### config.mk
export PLATFORM = sky130hd
export DESIGN_NAME = fdct4_top
export DESIGN_NICKNAME = d
export VERILOG_FILES = /design/src/rtl/fdct4_top.sv
export SDC_FILE = /design/constraint.sdc
export NUM_CORES = 1
export LEC_CHECK = 0
export CAP_MARGIN = 20
export CORE_UTILIZATION = 50
export CTS_CLUSTER_SIZE = 28
export DETAILED_ROUTE_END_ITERATION = 8
export PLACE_DENSITY = 0.66
export REMOVE_ABC_BUFFERS = 1
export SETUP_SLACK_MARGIN = 0.05
export SLEW_MARGIN = 20
export SYNTH_ARGS = -nofsm -noshare
export SYNTH_HDL_FRONTEND = slang
export SYNTH_SLANG_ARGS = --single-unit
### constraint.sdc
create_clock -name clk -period 19.37 [get_ports clk]
set_input_delay 3.874 -clock clk [delete_from_list [all_inputs] [get_ports clk]]
set_output_delay 3.874 -clock clk [all_outputs]
set_load 0.01 [all_outputs]
### src/rtl/fdct4_top.sv
// fdct4_top: streaming 4x4 forward integer DCT; row pass, ping-pong transpose bank, column pass.
module fdct4_top #(
  parameter int DW = 16,
  parameter int OUT_SHIFT = 0
) (
  input  logic                 clk,
  input  logic                 rst,
  input  logic signed [DW-1:0] din,
  input  logic                 din_valid,
  output logic signed [15:0]   dout,
  output logic                 dout_valid,
  output logic                 dout_last,
  output logic                 sat_flag
);
  localparam int WW = DW + 3;
  localparam int CW = DW + 6;
  localparam logic signed [CW:0] RND  = (CW+1)'((1 << OUT_SHIFT) >> 1);
  localparam logic signed [CW:0] MAXV = (CW+1)'(32767);
  localparam logic signed [CW:0] MINV = (CW+1)'(-32768);

  // Shared 4-point butterfly: returns sum_j C[k][j]*x[j]
  function automatic logic signed [CW-1:0] bfly(input logic signed [CW-1:0] a, b, c, d,
                                                input logic [1:0] k);
    logic signed [CW-1:0] s03, d03, s12, d12;
    s03 = a + d;
    d03 = a - d;
    s12 = b + c;
    d12 = b - c;
    return k == 2'd0 ? s03 + s12 :
           k == 2'd1 ? (d03 <<< 1) + d12 :
           k == 2'd2 ? s03 - s12 : d03 - (d12 <<< 1);
  endfunction

  logic [3:0]           r_cnt;
  logic signed [DW-1:0] r_xbuf [3];
  logic signed [WW-1:0] r_row [4];
  logic                 r_wact;
  logic [1:0]           r_wk, r_wrow;
  logic                 r_fbank, r_dbank, r_dact;
  logic [3:0]           r_dcnt;
  logic signed [WW-1:0] r_bank [2][16];
  logic signed [WW-1:0] w_w;
  logic signed [CW-1:0] w_col;
  logic signed [CW:0]   w_sh;
  logic                 w_hi, w_lo, w_start;
  logic signed [15:0]   w_sat;

  always_comb begin
    w_w = WW'(bfly(CW'(r_row[0]), CW'(r_row[1]), CW'(r_row[2]), CW'(r_row[3]), r_wk));
    w_col = bfly(CW'(r_bank[r_dbank][{2'd0, r_dcnt[3:2]}]), CW'(r_bank[r_dbank][{2'd1, r_dcnt[3:2]}]),
                 CW'(r_bank[r_dbank][{2'd2, r_dcnt[3:2]}]), CW'(r_bank[r_dbank][{2'd3, r_dcnt[3:2]}]),
                 r_dcnt[1:0]);
    w_sh = ((CW+1)'(w_col) + RND) >>> OUT_SHIFT;
    w_hi = w_sh > MAXV;
    w_lo = w_sh < MINV;
    w_sat = w_hi ? 16'sh7fff : w_lo ? 16'sh8000 : w_sh[15:0];
    w_start = r_wact && r_wk == 2'd3 && r_wrow == 2'd3;
  end

  always_ff @(posedge clk) begin
    if (rst) begin
      r_cnt <= '0;
      r_wact <= 1'b0;
      r_wk <= '0;
      r_wrow <= '0;
      r_fbank <= 1'b0;
      r_dbank <= 1'b0;
      r_dact <= 1'b0;
      r_dcnt <= '0;
      dout <= '0;
      dout_valid <= 1'b0;
      dout_last <= 1'b0;
      sat_flag <= 1'b0;
    end else begin
      if (r_wact) begin
        r_bank[r_fbank][{r_wrow, r_wk}] <= w_w;
        r_wk <= r_wk + 2'd1;
        r_wact <= r_wk != 2'd3;
      end
      // A newly completed row overrides the tail of the previous row's writes
      if (din_valid) begin
        r_cnt <= r_cnt + 4'd1;
        if (r_cnt[1:0] != 2'd3) r_xbuf[r_cnt[1:0]] <= din;
        else begin
          r_row[0] <= WW'(r_xbuf[0]);
          r_row[1] <= WW'(r_xbuf[1]);
          r_row[2] <= WW'(r_xbuf[2]);
          r_row[3] <= WW'(din);
          r_wact <= 1'b1;
          r_wk <= '0;
          r_wrow <= r_cnt[3:2];
        end
      end
      if (w_start) begin
        r_fbank <= ~r_fbank;
        r_dbank <= r_fbank;
        r_dact <= 1'b1;
        r_dcnt <= '0;
      end else if (r_dact) begin
        r_dcnt <= r_dcnt + 4'd1;
        r_dact <= r_dcnt != 4'd15;
      end
      dout_valid <= r_dact;
      dout_last <= r_dact && r_dcnt == 4'd15;
      sat_flag <= r_dact && (w_hi || w_lo);
      dout <= r_dact ? w_sat : 16'sd0;
    end
  end
endmodule

# Word level (Yosys, flattened, before mapping)
# Memory sizes are Yosys's and may differ from the RTL's. A register that Yosys moved wholly into a read port is not among the register bits.
# Index checks and enable logic that the tools add are counted.
[totals]
ff_bits = 35
latchBits = 0
ramBits = 732
romBits = 0
inputBits = 19
wordCells = 116
n_memories = 3
[op_classes]
n_addsub = 19
multipliers = 0
div = 0
order_cmp = 8
eq_ne = 10
n_shift = 0
muxes = 43
bitwise_logic = 8
reduce_logical = 12
[mem_list]
columns = ["name", "words", "word_bits", "read_ports", "rd_ports_with_merged_regs", "wr", "line", "rtl"]
rows = [
  ["r_bank", 2, 304, 1, 1, 1, "41", "logic signed [WW-1:0] r_bank [2][16];"],
  ["r_row", 4, 19, 4, 0, 4, "36", "logic signed [WW-1:0] r_row [4];"],
  ["r_xbuf", 3, 16, 3, 0, 1, "35", "logic signed [DW-1:0] r_xbuf [3];"],
]
[ops]
columns = ["op", "n"]
rows = [
  ["binary-select mux 19 bit (select 4 bit)", 4],
  ["two-way mux 304 bit", 1],
  ["two-way mux 19 bit", 12],
  ["adder 19 bit", 4],
  ["demux 19 bit (select 4 bit)", 1],
  ["subtractor 19 bit", 4],
  ["two-way mux 22 bit", 3],
  ["adder 19 x 19 -> 20 bit", 2],
  ["subtractor 19 x 19 -> 20 bit", 2],
  [">= comparator 5 bit (second input constant)", 5],
  ["adder 21 x 20 -> 22 bit", 1],
  ["greater-than comparator 22 x 16 -> 1 bit (second input constant)", 1],
  ["less-than comparator 22 x 16 -> 1 bit (second input constant)", 1],
  ["subtractor 20 x 21 -> 22 bit", 1],
  ["adder 20 x 20 -> 21 bit", 1],
  ["subtractor 20 x 20 -> 21 bit", 1],
  ["two-way mux 1 bit", 17],
  ["two-way mux 16 bit", 1],
  ["two-way mux 15 bit", 1],
  ["inverter 4 -> 5 bit", 3],
  ["adder 4 x 1 -> 4 bit (second input constant)", 2],
  ["equality test 2 bit (second input constant)", 4],
  ["two-way mux 2 bit", 3],
  ["logical AND 1 bit", 5],
  ["other kinds (14)", 20],
]

# Longest topological paths before layout
[logic_depth]
depth_word = 12
depth_mapped = 34
mapped_depth_nobuf = 29

# Worst setup path after synthesis
# OpenSTA, ideal clock, no wires.
[synth_timing]
path_type = "input -> register"
start = "in din_valid"
end = "mem r_row[0][0] (netlist name) (enable)"
setup_ps = 487
arrival_time_ps = 7023
setup_slack_ps = 11860
path_stages = 3
n_path_buf = 1
cell_sequence = "clkbuf_1 nand2_1 nor2_1"
[synth_rtl]
columns = ["element", "line", "rtl"]
rows = [
  ["start, declared", "9", "input logic din_valid,"],
  ["end, declared", "36", ""],
]

==> impl_metrics.json <==
{
  "holdCritPathClass": "flip-flop to flip-flop",
  "grt_setup_unrepaired": "false",
  "antenna_found_initial": 0,
  "clk_pin_slew_ps": 60,
  "viasPerCell": 5.86,
  "diodes": 0,
  "setup_viol": 0,
  "min_from": "r_xbuf[1][9]$_DFFE_PP_",
  "cts_root_buf": "clkbuf_16",
  "syn-mean-instance-area_um2": 12.8,
  "status": "finished, final reports clean",
  "slew_violations": 0,
  "numCtsBuffers": 79,
  "dp.cells": 4355,
  "synth_edf_count": 720,
  "synth_cell_type_count": 96,
  "yosysTopAreaCell": "edfxtp_1",
  "syn_inst": 3309,
  "nFillCells": 6744,
  "r2r_slack_ps": 9880,
  "r2r-end": "dout[2]$_SDFF_PP0_",
  "place.gp.congestion": 0.975,
  "track_usage_pct": 23.4,
  "synth_ff_type": "edfxtp_1",
  "drcViolationCount": 0,
  "whs_endpoint": "r_row[1][9]$_DFFE_PP_",
  "hold_violations": 0,
  "vias": 26374,
  "syn_area_um2": 42200,
  "synth.most_common_cell": "edfxtp_1",
  "postCtsHoldBufs": 0,
  "crit_fanout": 44,
  "post-route-period-util_pct": 49.0,
  "dieHeight_um": 293,
  "cts_buffer_depth": 3,
  "synthTopCellsByArea": "edfxtp_1 (51%), ha_1 (8.9%), mux4_2 (8.1%)",
  "nets": 3692,
  "fmax_ghz": 0.105,
  "cts_num_sinks": 756,
  "seq_area_um2": 22400,
  "synth_seq_cells": 756,
  "grt_pass1_vias": 26879,
  "area_delta_synth_final_pct": 10.4,
  "cts_tree": "yes",
  "cp-end-kind": "flip-flop",
  "core-area_um2": 83600,
  "required_ps": 19850,
  "drive_gt1_share_pct": 13.5,
  "num_io_pins": 38,
  "grt_max_degree": 65,
  "finalCriticalPeriod_ps": 9490,
  "grt_pass1_wl_mm": 154,
  "wl_per_cell_um": 22.2,
  "fin_cells": 4497,
  "whs_path_depth": 0,
  "cap_violations": 0,
  "initial_core_util_pct": 50.5,
  "multi_input_area_um2": 18500,
  "path_class": "flip-flop to flip-flop",
  "die_w_um": 293,
  "clock_latency_ps": 650,
  "netlist.area_leader.share_pct": 51.2,
  "ctsResizeCount": 0,
  "skew_ps": 38.3,
  "ir_drop_mv": 0.0673,
  "async_flop_share_pct": 0,
  "cp.arrival_ps": 9970,
  "hold_ws_ps": 413,
  "worst_slew_pin_slew_ps": 1070,
  "post_cts_buffers": 0,
  "fin_tns_setup_ps": 0,
  "yosysSeqAreaShare_pct": 52.9,
  "port_buffers": 37,
  "dr.pass1.iters": 7,
  "ant_nets": 0,
  "fp-row-count": 106,
  "ys_warn_count": 0,
  "p_per_area_nw_per_um2": 73.5,
  "cp-start-kind": "flip-flop",
  "power.leakage_nw": 16.6,
  "slew_headroom_pct": 28.3,
  "drt-total-wl_mm": 99.7,
  "yosys-top-cells-count": "edfxtp_1 (720), ha_1 (301), inv_1 (268)",
  "utilization_pct": 55.8,
  "report.power.total_mw": 3.43,
  "die_area_um2": 85600,
  "hpwl_mm": 70.9,
  "ff2ff_path_depth": 27,
  "htree_levels": 3,
  "grt_overflow": 0,
  "drt_iter0_markers": 1727
}
==> cells by family after synthesis <==
| group | synth area share, % |
|---|---|
| AO/OA/AOI/OAI | 10.7 |
| XOR/XNOR | 4.87 |
| adder cells (fa/ha/maj) | 9.72 |
| buffers and inverters | 3.70 |
| flip-flops | 52.9 |
| multiplexers | 10.5 |
| AND/OR/NAND/NOR | 7.61 |
==> cells in the final DEF, fill, tap and decap left out, types with 18 or more instances in the layout <==
cell / n
edfxtp_1: 720
ha_1: 300
inv_1: 268
nor2_1: 217
a21oi_1: 196
xnor2_1: 155
mux4_2: 152
nand2_1: 119
o21ai_0: 98
clkbuf_16: 81
xor2_1: 80
buf_4: 64
nor3_1: 58
mux2i_1: 56
nand2b_1: 45
a211oi_1: 43
nor2b_1: 42
nand3_1: 42
mux2_2: 39
o21bai_1: 38
a21o_1: 38
clkdlybuf4s50_1: 37
dfxtp_1: 33
nor2_2: 29
or3_1: 26
o21a_1: 25
and2_1: 22
a31oi_1: 21
o211ai_1: 19
o41ai_1: 18
==> power by group <==
group	switching, mW	total [mW]	internal (mW)
sequential	0.00193	1.81	1.81
combinational	0.0941	0.137	0.0430
clock	0.619	1.48	0.862
total	0.715	3.43	2.71
==> flip-flops by register name, indices dropped and copies added, names as in the netlist, 2 cells and up, named ones only <==
name,cells
r_dcnt,4
r_xbuf,48
r_row,64
dout,16
r_cnt,4
r_wrow,2
r_wk,2
r_bank,608
==> metrics by stage <==
stage / area, um^2 / setup slack, ps
4_1_cts: 46600 / 9800
2_1_floorplan: 41700 / 6750
6_report: 46600 / 9880
3_3_place_gp: 44100 / 10030
3_5_place_dp: 44100 / 9830
5_1_grt: 46600 / 9070
==> metal layers <==
metal,track usage (%),share of wire [%],vias up
met2,41.2,50,653
li1,-,-,12447
met3,3.13,4.6,139
met1,29.5,42,13135
met4,8.67,3.3,0
met5,0,0,-
==> worst max-delay path: stages (launching register included) <==
cell and delay [ps]:
dfxtp_4 930, buf_4 660, buf_4 740, mux4_2 600, mux2i_1 340, ha_1 350
o21ai_0 170, a21oi_1 220, o21ai_0 130, a21oi_1 300, o2111ai_1 200, a311oi_1 430
o21ai_0 140, a21boi_0 300, nor2_1 100, xnor2_1 390, ha_1 380, a21oi_1 130
o21ai_0 130, o32ai_1 270, a21oi_1 160, a21oi_1 280, nor4b_1 90, o31a_1 300
a311oi_1 360, nor4_1 140, a31oi_2 860, o31ai_1 180
==> worst max path at each step <==
stage / startpoint / endpoint / slack (ps) / cells after the start
2_1_floorplan: flip-flop / dout[0]$_SDFF_PP0_ / 6750 / 25
3_3_place_gp: flip-flop / dout[13]$_SDFF_PP0_ / 10030 / 27
3_5_place_dp: flip-flop / dout[2]$_SDFF_PP0_ / 9830 / 27
4_1_cts: flip-flop / dout[2]$_SDFF_PP0_ / 9800 / 27
5_1_grt: flip-flop / dout[2]$_SDFF_PP0_ / 9070 / 27
6_report: flip-flop / dout[2]$_SDFF_PP0_ / 9880 / 27
==> area by class of cell <==
class	count	area share (%)
clock inverters	44	0.931
repair buffers	102	1.86
clock buffers	98	4.48
flip-flops and latches	756	47.9
inverters	271	2.18
well taps	1080	2.90
multi-input cells	2146	39.7
Note: power is estimated with default switching activity, not from simulation.
